[src/rtl/prog_loader_pkg.sv]
// Shared types and timing helpers for the program loader.
//   frame_state_e : frame parser states
//   rx_state_e    : UART byte engine states
//   SYNC_BYTE     : frame start marker
//   calc_div      : clock cycles per UART bit
//   calc_timeout  : inter-byte timeout in clock cycles
package prog_loader_pkg;

    localparam logic [7:0] SYNC_BYTE = 8'h55;

    typedef enum logic [1:0] {
        ST_IDLE,
        ST_LEN,
        ST_DATA,
        ST_CHK
    } frame_state_e;

    typedef enum logic [1:0] {
        RX_IDLE,
        RX_START,
        RX_DATA,
        RX_STOP
    } rx_state_e;

    // Clock cycles per bit period (integer division).
    function automatic int unsigned calc_div(input int unsigned freq,
                                             input int unsigned baud);
        return freq / baud;
    endfunction

    // Inter-byte timeout expressed in clock cycles.
    function automatic int unsigned calc_timeout(input int unsigned freq,
                                                 input int unsigned baud,
                                                 input int unsigned bits);
        return bits * calc_div(freq, baud);
    endfunction

endpackage

[src/rtl/prog_loader_uart_rx_byte.sv]
// UART 8N1 byte receiver.
//   clk, rst_n  : clock, async active-low reset
//   rx_i        : raw UART line (idle high)
//   rx_valid_o  : one-cycle strobe, rx_data_o holds a byte with a good stop bit
//   rx_data_o   : last received byte
//   rx_ferr_o   : one-cycle strobe, stop bit sampled low (byte dropped)
module uart_rx_byte
    import prog_loader_pkg::*;
#(
    parameter int unsigned DIV = 234
) (
    input  logic       clk,
    input  logic       rst_n,
    input  logic       rx_i,
    output logic       rx_valid_o,
    output logic [7:0] rx_data_o,
    output logic       rx_ferr_o
);

    localparam int unsigned HALF  = DIV / 2;
    localparam int unsigned CNT_W = $clog2(DIV + 1);

    rx_state_e        state_q, state_d;
    logic [CNT_W-1:0] cnt_q, cnt_d;
    logic [2:0]       bit_q, bit_d;
    logic [7:0]       data_q, data_d;
    logic             valid_q, valid_d;
    logic             ferr_q, ferr_d;
    logic             rx_s1_q, rx_s2_q, rx_prev_q;
    logic             fall;

    // Two-flop synchronizer plus one history flop for edge detection.
    always_ff @(posedge clk or negedge rst_n) begin
        if (!rst_n) begin
            rx_s1_q   <= 1'b1;
            rx_s2_q   <= 1'b1;
            rx_prev_q <= 1'b1;
        end else begin
            rx_s1_q   <= rx_i;
            rx_s2_q   <= rx_s1_q;
            rx_prev_q <= rx_s2_q;
        end
    end

    assign fall = rx_prev_q & ~rx_s2_q;

    // State register.
    always_ff @(posedge clk or negedge rst_n) begin
        if (!rst_n) begin
            state_q <= RX_IDLE;
            cnt_q   <= '0;
            bit_q   <= '0;
            data_q  <= '0;
            valid_q <= 1'b0;
            ferr_q  <= 1'b0;
        end else begin
            state_q <= state_d;
            cnt_q   <= cnt_d;
            bit_q   <= bit_d;
            data_q  <= data_d;
            valid_q <= valid_d;
            ferr_q  <= ferr_d;
        end
    end

    // Bit timing: start bit checked at half period, then one sample per DIV.
    always_comb begin
        state_d = state_q;
        cnt_d   = cnt_q;
        bit_d   = bit_q;
        data_d  = data_q;
        valid_d = 1'b0;
        ferr_d  = 1'b0;
        case (state_q)
            RX_IDLE: begin
                if (fall) begin
                    state_d = RX_START;
                    cnt_d   = '0;
                end
            end
            RX_START: begin
                if (cnt_q == CNT_W'(HALF - 1)) begin
                    cnt_d = '0;
                    if (rx_s2_q) begin
                        // Line back high at mid start bit: glitch.
                        state_d = RX_IDLE;
                    end else begin
                        state_d = RX_DATA;
                        bit_d   = '0;
                    end
                end else begin
                    cnt_d = cnt_q + CNT_W'(1);
                end
            end
            RX_DATA: begin
                if (cnt_q == CNT_W'(DIV - 1)) begin
                    cnt_d  = '0;
                    data_d = {rx_s2_q, data_q[7:1]};
                    bit_d  = bit_q + 3'd1;
                    if (bit_q == 3'd7) begin
                        state_d = RX_STOP;
                    end
                end else begin
                    cnt_d = cnt_q + CNT_W'(1);
                end
            end
            RX_STOP: begin
                if (cnt_q == CNT_W'(DIV - 1)) begin
                    cnt_d   = '0;
                    state_d = RX_IDLE;
                    if (rx_s2_q) begin
                        valid_d = 1'b1;
                    end else begin
                        ferr_d = 1'b1;
                    end
                end else begin
                    cnt_d = cnt_q + CNT_W'(1);
                end
            end
            default: begin
                state_d = RX_IDLE;
            end
        endcase
    end

    assign rx_valid_o = valid_q;
    assign rx_data_o  = data_q;
    assign rx_ferr_o  = ferr_q;

endmodule

[src/rtl/prog_loader.sv]
// Program loader: receives a framed bytecode program over UART and writes it
// into the stack machine's code memory, starting the machine on a good frame.
//   clk, rst    : clock, async active-low reset
//   uart_rxp    : UART RX line (idle high)
//   code_we     : one-cycle write strobe per payload byte
//   code_addr   : payload byte index within the frame
//   code_wdata  : payload byte
//   vm_start    : one-cycle pulse after a frame with a matching checksum
//   busy        : frame in progress
//   err         : sticky error, cleared on the next accepted SYNC
//   prog_len    : payload length of the last good frame
module prog_loader
    import prog_loader_pkg::*;
#(
    parameter int unsigned FREQ         = 27_000_000,
    parameter int unsigned BAUD         = 115_200,
    parameter int unsigned CODE_DEPTH   = 16,
    parameter int unsigned TIMEOUT_BITS = 20
) (
    input  logic                          clk,
    input  logic                          rst,
    input  logic                          uart_rxp,
    output logic                          code_we,
    output logic [$clog2(CODE_DEPTH)-1:0] code_addr,
    output logic [7:0]                    code_wdata,
    output logic                          vm_start,
    output logic                          busy,
    output logic                          err,
    output logic [7:0]                    prog_len
);

    localparam int unsigned ADDR_W  = $clog2(CODE_DEPTH);
    localparam int unsigned DIV     = calc_div(FREQ, BAUD);
    localparam int unsigned TMO_CYC = calc_timeout(FREQ, BAUD, TIMEOUT_BITS);
    localparam int unsigned TMO_W   = $clog2(TMO_CYC + 1);

    logic       rx_valid;
    logic [7:0] rx_data;
    logic       rx_ferr;

    frame_state_e      state_q, state_d;
    logic [7:0]        len_q, len_d;
    logic [7:0]        idx_q, idx_d;
    logic [7:0]        sum_q, sum_d;
    logic [TMO_W-1:0]  tmo_q, tmo_d;
    logic              code_we_q, code_we_d;
    logic [ADDR_W-1:0] code_addr_q, code_addr_d;
    logic [7:0]        code_wdata_q, code_wdata_d;
    logic              vm_start_q, vm_start_d;
    logic              busy_q, busy_d;
    logic              err_q, err_d;
    logic [7:0]        prog_len_q, prog_len_d;
    logic              tmo_hit;
    logic              len_bad;

    uart_rx_byte #(
        .DIV (DIV)
    ) u_rx (
        .clk        (clk),
        .rst_n      (rst),
        .rx_i       (uart_rxp),
        .rx_valid_o (rx_valid),
        .rx_data_o  (rx_data),
        .rx_ferr_o  (rx_ferr)
    );

    assign tmo_hit = (tmo_q == TMO_W'(TMO_CYC));
    assign len_bad = (rx_data == 8'd0) || ({1'b0, rx_data} > 9'(CODE_DEPTH));

    // State and output registers.
    always_ff @(posedge clk or negedge rst) begin
        if (!rst) begin
            state_q      <= ST_IDLE;
            len_q        <= '0;
            idx_q        <= '0;
            sum_q        <= '0;
            tmo_q        <= '0;
            code_we_q    <= 1'b0;
            code_addr_q  <= '0;
            code_wdata_q <= '0;
            vm_start_q   <= 1'b0;
            busy_q       <= 1'b0;
            err_q        <= 1'b0;
            prog_len_q   <= '0;
        end else begin
            state_q      <= state_d;
            len_q        <= len_d;
            idx_q        <= idx_d;
            sum_q        <= sum_d;
            tmo_q        <= tmo_d;
            code_we_q    <= code_we_d;
            code_addr_q  <= code_addr_d;
            code_wdata_q <= code_wdata_d;
            vm_start_q   <= vm_start_d;
            busy_q       <= busy_d;
            err_q        <= err_d;
            prog_len_q   <= prog_len_d;
        end
    end

    // Frame parser: SYNC, LEN, LEN payload bytes, CHK.
    always_comb begin
        state_d      = state_q;
        len_d        = len_q;
        idx_d        = idx_q;
        sum_d        = sum_q;
        tmo_d        = tmo_q;
        code_we_d    = 1'b0;
        code_addr_d  = code_addr_q;
        code_wdata_d = code_wdata_q;
        vm_start_d   = 1'b0;
        busy_d       = busy_q;
        err_d        = err_q;
        prog_len_d   = prog_len_q;

        // Inter-byte watchdog, only running inside a frame.
        if (state_q == ST_IDLE || rx_valid) begin
            tmo_d = '0;
        end else if (!tmo_hit) begin
            tmo_d = tmo_q + TMO_W'(1);
        end

        if (state_q != ST_IDLE && (rx_ferr || tmo_hit)) begin
            state_d = ST_IDLE;
            err_d   = 1'b1;
            busy_d  = 1'b0;
        end else if (rx_valid) begin
            case (state_q)
                ST_IDLE: begin
                    if (rx_data == SYNC_BYTE) begin
                        state_d = ST_LEN;
                        err_d   = 1'b0;
                        busy_d  = 1'b1;
                    end
                end
                ST_LEN: begin
                    if (len_bad) begin
                        state_d = ST_IDLE;
                        err_d   = 1'b1;
                        busy_d  = 1'b0;
                    end else begin
                        state_d = ST_DATA;
                        len_d   = rx_data;
                        idx_d   = '0;
                        sum_d   = '0;
                    end
                end
                ST_DATA: begin
                    // SYNC values here are payload, never a resync.
                    code_we_d    = 1'b1;
                    code_addr_d  = ADDR_W'(idx_q);
                    code_wdata_d = rx_data;
                    sum_d        = sum_q + rx_data;
                    idx_d        = idx_q + 8'd1;
                    if (idx_d == len_q) begin
                        state_d = ST_CHK;
                    end
                end
                ST_CHK: begin
                    if (rx_data == sum_q) begin
                        vm_start_d = 1'b1;
                        prog_len_d = len_q;
                    end else begin
                        err_d = 1'b1;
                    end
                    state_d = ST_IDLE;
                    busy_d  = 1'b0;
                end
                default: begin
                    state_d = ST_IDLE;
                end
            endcase
        end
    end

    assign code_we    = code_we_q;
    assign code_addr  = code_addr_q;
    assign code_wdata = code_wdata_q;
    assign vm_start   = vm_start_q;
    assign busy       = busy_q;
    assign err        = err_q;
    assign prog_len   = prog_len_q;

endmodule

[config.mk]
export PLATFORM = sky130hd
export DESIGN_NAME = prog_loader
export DESIGN_NICKNAME = d
export VERILOG_FILES = /design/src/rtl/prog_loader_pkg.sv /design/src/rtl/prog_loader_uart_rx_byte.sv /design/src/rtl/prog_loader.sv
export SDC_FILE = /design/constraint.sdc
export NUM_CORES = 1
export LEC_CHECK = 0
export BUFFER_PORTS_ARGS = -buffer_cell sky130_fd_sc_hd__buf_2
export CAP_MARGIN = 20
export CORE_MARGIN = 3
export CORE_UTILIZATION = 35
export CTS_CLUSTER_DIAMETER = 80
export DETAILED_ROUTE_END_ITERATION = 6
export GPL_ROUTABILITY_DRIVEN = 0
export HOLD_SLACK_MARGIN = 0.12
export PLACE_DENSITY_LB_ADDON = 0.2
export SLEW_MARGIN = 20
export SYNTH_ARGS = -nofsm -noshare
export SYNTH_HDL_FRONTEND = slang
export SYNTH_HIERARCHICAL = 1
export SYNTH_SLANG_ARGS = --single-unit
[constraint.sdc]
create_clock -name clk -period 3.6 [get_ports clk]
set_clock_uncertainty 0.2 [all_clocks]
set_input_delay 0.18 -clock clk [delete_from_list [all_inputs] [get_ports clk]]
set_output_delay 0.18 -clock clk [all_outputs]
set_load 0.02 [all_outputs]
==> flow_results.org, run 1 <==
** Synth
- The cell count after synthesis came out at between 400 and 500.
- Share of flip-flops with an asynchronous set or reset :: between 90% and 100%
- Ys flop type :: dfrtp_1
- Averaged over all synthesized cells, the footprint is about 10 µm².
- The number of nets in the synthesized netlist is 455.
- After synthesis, flip-flops and latches occupy 48.8% of the total area.
- Area of the mapped netlist :: around 0.0046 mm²
- Synth top area share :: between 40 and 50%
- In this run, distinct cell masters in the synthesized netlist total 64.
- Number of flops mapped to enable cells by yosys :: 0
- Register bit total from synthesis :: a little under 90
- Area leader, netlist :: dfrtp_1
- Warning count from the yosys run :: 6
- Ranked by total cell area, the synthesized netlist is headed by dfrtp_1 (47%), mux2_2 (5.7%), nand2_1 (5.6%).

** Power
- The internal portion of the total power is 1.67 mW.
- Switching power as a share of total power :: between 20% and 30%
- Power Dens Cells :: 424 mW/mm²
- Sequential group share of total power :: between 40% and 50%
- Across the VDD grid, the largest voltage drop is 0.214 mV.
- Proportion of power drawn by the clock network :: between 40 and 50%
- In this run the static leakage power is approximately 2.5 nW.
- Combinational cells account for slightly below 8% of the total power.
- For this design the total switching power over the nets is approximately 0.55 mW.

** Clock tree
- Counting along the longest clock path gives a buffer depth of 2.
- Once the clock tree was built, the resizer swapped 0 gates to a different size.
- Number of sinks handled by clock tree synthesis :: slightly below 90
- CTS built an H-tree with a depth of 3.
- The clock reaches the later pin of the worst-skew pair after 350 ps.
- After clock tree synthesis, the clock-pin slew on the worst setup and hold paths is 60 ps.
- Clk root buf :: clkbuf_16
- Cts bufs inserted :: 9
- Cts-stage hold buffer count :: 3
- TritonCTS built the clock tree.
- In this run the post-CTS setup repair buffer count came out at 0.

** Routing
- Count of vias placed by the detailed router :: 3316
- Post-DRT Antenna Nets :: 0
- Highest routed layer :: met4
- Total wire length :: 10100 µm
- After detailed routing, the number of vias per cell comes to about 5.1.
- Count of TritonRoute iterations in the first routing pass :: 4
- Drt first-iter violations :: ~140
- The detailed router put a total of 4840 µm of wire on met1.
- Average wire length per cell after detail routing :: 15.6 µm
- Met2 wire length :: about 4800 µm
- Met3 routed wirelength :: just over 200 µm
- Post-route DRC :: 0

** Finish
- Finished Layout Cells :: ~650
- With fillers left out, the area of the finished cells amounts to about 0.0052 mm².
- Number of inserted filler cells in the final layout :: ~1200
- Area growth from synthesis to layout :: 14.7%
- Cells with a size suffix above 1 make up slightly below 20% of the layout.
- For this run, the post-layout net count is 489.
- The number of antenna diodes in the final layout is 0.

** Timing
- Transition time of the tightest slew-check pin :: ~760 ps
- Final max-slew violation count :: 0
- Highest achievable clock rate :: 0.342 GHz
- Final period utilization :: approximately 81%
- Slew Limit Headroom :: between 40% and 50%
- The number of hold-slack violations in the final timing report came to 0.
- The smallest clock period supported by the final layout is computed as 2930 ps.
- Final setup viols :: 0
- Setup repair after global routing left no endpoint under its margin.
- Setup total negative slack on the finished layout was measured at 0 ps.

** Run
- Number of maximum-capacitance constraint violations :: 0

** Placed design
- Post-detail-place hpwl :: between 6000 and 7000 µm
- Port buffering added 26 buffers.
- After detailed placement, the total cell area comes to around 0.0049 mm².
- Counting tap cells, the placed design contains a total of around 630 instances.

** Global route
- Total global routing track utilization :: between 10% and 20%
- Summed over all layers, the global routing overflow is 0.
- Maximum number of pins on one net before global-route repair :: 40
- The initial antenna violation count is 0.
- The first global-routing pass estimated between 15000 and 20000 µm of wire.
- Number of global-route vias before repair :: 3361

** Setup path
- Of all nets on the critical path, the largest fanout is 8.
- Crit. End Element :: register
- Data on the critical path is required at its endpoint by roughly 3600 ps.
- Kind of launch point of the worst setup path :: register
- Slowest Stage Delay on Critical Path :: ~550 ps
- The setup path with the least slack is of type register to register.
- Walking the worst path, the cells encountered are ha_1 -> or4_1 -> or3_4 -> nor3_4 -> mux2_2.
- CP Data Arrival Time :: roughly 3000 ps
- For this design, the slowest cell found on the critical path is or4_1.
- In this run the register-to-register setup slack is between 600 and 700 ps.

** Floorplan
- For this design the top-level I/O count stands at 27.
- Starting utilization of the core area :: between 30% and 40%
- Standard-cell row count :: between 40 and 50
- The total area inside the core boundary comes to between 0.01 and 0.015 mm².
- Measured along the y axis, the die boundary spans 120 µm.
- Die extent in x :: between 100 and 150 µm
- The die covers 0.0145 mm².

** Hold path
- The min-delay analysis places its worst path in the category register to register.

** Status
- The run finished with clean final reports.
## final cells by class
type                       instances  area [µm²]  area share (%)
timing repair buffer              33         203            3.87
clock inverter                     4        52.6            1.00
sequential                        89        2230            42.6
tap                              172         215            4.11
clock buffer                      12         246            4.71
multi-input combinational        322        2230            42.6
inverter                          15        56.3            1.08
## synth_stat cells (3+ instances only)
| library cell | number |
|---|---|
| a31oi_1 | 3 |
| mux2_2 | 23 |
| a22o_1 | 7 |
| inv_1 | 14 |
| a211o_1 | 4 |
| nand2b_1 | 3 |
| nor2_1 | 25 |
| and3_1 | 5 |
| mux2i_1 | 3 |
| a21o_1 | 4 |
| a21oi_1 | 12 |
| and4bb_2 | 4 |
| dfstp_2 | 3 |
| nand3_1 | 14 |
| xnor2_1 | 13 |
| nor3_1 | 12 |
| or4_1 | 3 |
| o211ai_1 | 7 |
| nand2_1 | 68 |
| dfrtp_1 | 86 |
| ha_1 | 15 |
| nor2b_1 | 7 |
| clkbuf_1 | 7 |
| xor2_1 | 16 |
| o21bai_1 | 3 |
| nand4_1 | 7 |
| or2_2 | 3 |
| o21ai_0 | 19 |
| o31ai_1 | 4 |
## registers in the layout, summed over array words and instances (netlist names), named ones only
name	cells
u_rx/rx_prev_q	1
u_rx/rx_valid_o	1
u_rx/rx_s2_q	1
sum_q	8
err	1
u_rx/state_q	1
vm_start	1
u_rx/rx_ferr_o	1
u_rx/rx_data_o	8
u_rx/bit_q	3
state_q	2
code_wdata	8
len_q	8
prog_len	8
code_addr	4
u_rx/rx_s1_q	1
u_rx/cnt_q	8
tmo_q	13
busy	1
code_we	1
idx_q	8
## placed cells by master, fill, tap and decap left out, types with 3 or more instances in the layout
master | synthesis | layout
a211o_1 | 4 | 4
a21o_1 | 4 | 4
a21oi_1 | 12 | 12
a22o_1 | 7 | 7
a31oi_1 | 3 | 3
and3_1 | 5 | 5
and4bb_2 | 4 | 4
buf_2 | 2 | 25
buf_4 | 0 | 5
clkbuf_16 | 0 | 9
clkinvlp_4 | 0 | 3
dfrtp_1 | 86 | 86
dfstp_2 | 3 | 3
ha_1 | 15 | 15
inv_1 | 14 | 14
mux2_2 | 23 | 23
mux2i_1 | 3 | 3
nand2_1 | 68 | 68
nand2b_1 | 3 | 3
nand3_1 | 14 | 14
nand4_1 | 7 | 7
nor2_1 | 25 | 25
nor2b_1 | 7 | 7
nor3_1 | 12 | 12
o211ai_1 | 7 | 7
o21ai_0 | 19 | 19
o21bai_1 | 3 | 3
o31ai_1 | 4 | 4
or2_2 | 3 | 3
or4_1 | 3 | 3
xnor2_1 | 13 | 13
xor2_1 | 16 | 16
## worst max-delay path, delay by kind of cell, from the launching register on
family	cells	cell delay, ps
flip-flops	1	490
AND/OR/NAND/NOR	3	1310
multiplexers	1	380
adder cells (fa/ha/maj)	1	420
## power groups by stage
stage               sequential, mW  clock, mW  combinational (mW)
floorplan                     1.10          0               0.124
global placement              1.12          0               0.162
detailed placement            1.12          0               0.169
CTS                           1.10      0.979               0.174
global route                  1.11       1.02               0.199
finish                        1.10      0.951               0.170
## worst paths after layout
kind | from | endpoint | cells after the start
max | u_rx/rx_data_o[4] | prog_len[2] | 5
min | u_rx/rx_s1_q | u_rx/rx_s2_q | 0
max reg2reg | u_rx/rx_data_o[4] | prog_len[2] | 5
min reg2reg | u_rx/rx_s1_q | u_rx/rx_s2_q | 0
max in group asynchronous | rst | u_rx/rx_s1_q | 3
min in group asynchronous | rst | prog_len[4] | 3
## metal layers
metal,GRT usage [%],up-vias
met2,23.7,38
met3,2.43,17
met4,7.79,0
met1,20.3,1626
li1,-,1635
met5,0,-
## cell families (layout without fill, tap and decap cells)
family                   count (synthesis)  after routing  share of synthesized area [%]
AO/OA/AOI/OAI                           82             82                           12.9
XOR/XNOR                                29             29                           5.56
adder cells (fa/ha/maj)                 16             16                           4.55
buffers and inverters                   25             64                           2.27
flip-flops                              89             89                           48.8
multiplexers                            26             26                           6.33
AND/OR/NAND/NOR                        169            169                           19.5
## stage by stage
step | worst slack, ps | power [mW] | util (%) | hold slack (ps)
final | 672 | 2.22 | 41.3 | 154
after global routing | 555 | 2.33 | 41.3 | 157
after CTS | 653 | 2.25 | 41.3 | 154
after detailed placement | 664 | 1.29 | 38.6 | -76.5
after global placement | 749 | 1.28 | 38.6 | -79.4
after floorplan | 926 | 1.23 | - | -316
No activity file was read; power rests on OpenSTA's default activity.
==> inputs of run 2 (changes only) <==
Clock period 3.6 ns to 2.5 ns, I/O delays scaled along.
==> run 2 against run 1 <==
  * Fmax rose by 12%
  * Critical endpoint is now prog_len[5]
  * Design area up 6.2%
  * Critical path depth rose by 1
  * Core utilization increased by 2.6 points
  * Sequential share of layout area shrank 2.5 points
  * Hold slack improved by 10 ps
  * Largest power group unchanged
  * Largest cell class unchanged
  * The run now ends with setup timing left
  * First-iteration DRC count increased by 20%
==> flow_results.org, run 2 (synthesis gave the netlist of run 1 again) <==
** Status
- The run finished, with violations left.
- The final reports fail on setup timing.

** Clock tree
- CTS tree :: built
- Clock H-tree levels :: 3
- After clock tree synthesis, the clock-pin slew on the worst setup and hold paths is roughly 70 ps.
- Skew-Pair Late Insertion Delay :: between 300 and 400 ps
- Cts bufs inserted :: 9
- In this run the clock root is driven by a clkbuf_16.
- The clock passes through at most 2 buffers.
- The clock drives about 90 sinks.

** Timing
- Final min period :: about 2600 ps
- Transition time of the tightest slew-check pin :: 482 ps
- Worst slack on hold paths :: 164 ps
- The max-slew violation total from the final report came to 0.
- In the post-route analysis, the smallest setup slack over all paths is -110 ps.
- Count of endpoints failing hold in the final timing report :: 0
- Setup repair after global routing missed its margin :: true
- Slew Limit Headroom :: 67.8%
- Setup violations remaining at the end of the flow were counted as 8.
- Final period utilization :: 104%
- Timing would allow up to approximately 0.38 GHz.

** Floorplan
- Standard-cell row count :: 41
- Die Y :: ~120 µm
- Area of the die :: 0.0145 mm²
- The region available for standard cell placement spans between 0.01 and 0.015 mm².
- Io pins :: 27
- Measured along the x axis, the die boundary spans 120 µm.
- Starting utilization of the core area :: about 36%

** Setup path
- Kind of launch point of the worst setup path :: register
- CP Class :: register to register
- CP Buf/Inv Count :: 1
- Critical path data required time :: approximately 2500 ps
- In this design, the largest share of critical-path delay is due to simple AND/OR/NAND/NOR gates.
- Slowest Stage Delay on Critical Path :: between 500 and 600 ps
- Series of cell instances along the critical path :: ha_1 -> or4b_1 -> or3_4 -> nor3_4 -> buf_12 -> mux2_2
- For this design, the slowest cell found on the critical path is or4b_1.
- Maximum net fanout on the critical path :: 8
- CP Data Arrival Time :: between 2000 and 3000 ps
- STA classifies the critical path endpoint as a register.

** Finish
- Antenna Cells :: 0
- From synthesis to final layout, the design area changed by 21.8%.
- Register name with the most flops :: tmo_q
- Cells with a size suffix above 1 make up between 20% and 30% of the layout.
- # nets final :: between 500 and 600
- Top library cells by usage in the layout, fill and taps aside :: dfrtp_1 (85), nand2_1 (68), buf_4 (33)
- The register with the most flip-flops in the layout has 13 of them.
- Finished layout cell area :: between 0.005 and 0.006 mm²
- The library cell used most frequently in the layout, excluding fill and tap cells, is dfrtp_1.

** Hold path
- Classification of the worst-slack hold path :: register to register

** Global route
- Maximum number of pins on one net before global-route repair :: 45
- Total global routing track utilization :: between 10% and 20%
- Global routing used around 2.5% of the available met3 tracks.
- Number of global-route vias before repair :: ~3500
- Global route hottest layer :: met2
- Global routing consumed, on the met2 layer, about 26% of the routing resources.
- Wire length of the first global-routing pass :: 18100 µm
- Fraction of met1 tracks used by global routing :: a little over a fifth
- Number of antenna violations at the first check in global routing :: 0
- Overflow left after global routing :: 0

** Routing
- Summed over all layers, the routed wires come to roughly 11000 µm.
- Post-DRT Antenna Nets :: 0
- The first TritonRoute pass finished after 4 iterations.
- Dividing the detail-routed wire length by the instance count gives 15.8 µm.
- Dividing the detail-routed via count by the number of cells gives approximately 5.1.
- In the routed design, unresolved DRC markers number 0.
- Drt first-iter violations :: about 170
- For this block, the via count after detailed routing is about 3500.

** Power
- Total design power :: around 3.2 mW
- Static Leakage :: approximately 2.6 nW
- Across the VDD grid, the largest voltage drop is 0.325 mV.
- In this run the power density over the cells is approximately 580 mW/mm².

** Placed design
- Post-detail-place hpwl :: approximately 7700 µm
- After detailed placement, the total cell area comes to 0.00519 mm².
- Port-buffer cells :: 26

** Run
- Number of maximum-capacitance constraint violations :: 0
## run 2: cell count changes in the layout (fill, tap and decap cells not counted), sizes merged
cell         previous run  this run
clkinvlp                3         2
clkinv                  1         3
dlygate4sd3             2         3
inv                    14        16
clkbuf                 12         9
buf                    31        61
## run 2: routing by layer
layer / up-vias / wire [µm]
li1: 1698 / -
met1: 1720 / 5050
met2: 56 / 5180
met3: 11 / 306
met4: 0 / 194
met5: - / 0
## run 2: per-stage QoR
stage / std cells / setup slack, ps / TNS (ps) / utilization (%)
after floorplan: 436 / -125 / -955 / -
after global placement: 656 / -103 / -791 / 40.9
after detailed placement: 656 / -124 / -914 / 40.9
after CTS: 677 / -101 / -726 / 43.8
after global routing: 678 / -207 / -1580 / 43.9
final: 678 / -110 / -808 / 43.9
## run 2: cell type report
class	instances	area, µm²
fill	1252	7110
sequential	89	2230
inverter	15	56.3
clock buffer	9	225
tap	172	215
clock inverter	7	76.3
timing repair buffer	64	463
multi-input combinational	322	2290
## run 2: final timing paths
check | slack, ps | cells past startpoint | to | startpoint
min in group asynchronous | 640 | 4 | idx_q[3] | rst
worst min-delay path | 160 | 0 | u_rx/rx_s2_q | u_rx/rx_s1_q
worst max-delay path | -110 | 6 | prog_len[5] | u_rx/rx_data_o[6]
max in group asynchronous | 1110 | 4 | u_rx/rx_prev_q | rst
worst min register to register | 160 | 0 | u_rx/rx_s2_q | u_rx/rx_s1_q
worst max register to register | -110 | 6 | prog_len[5] | u_rx/rx_data_o[6]
## run 2: what timing repair did
item	4_1_cts	5_1_grt
gates resized for setup	2	0
setup buffers	1	1
hold buffers	4	0
endpoints found under the setup margin	8	8
endpoints found under the hold margin	87	0
## run 2: power breakdown
group          total, mW  switching [mW]  leakage [nW]  internal (mW)
combinational      0.256           0.146          1.29          0.110
sequential          1.59          0.0869          1.21           1.50
clock               1.39           0.609         0.142          0.782
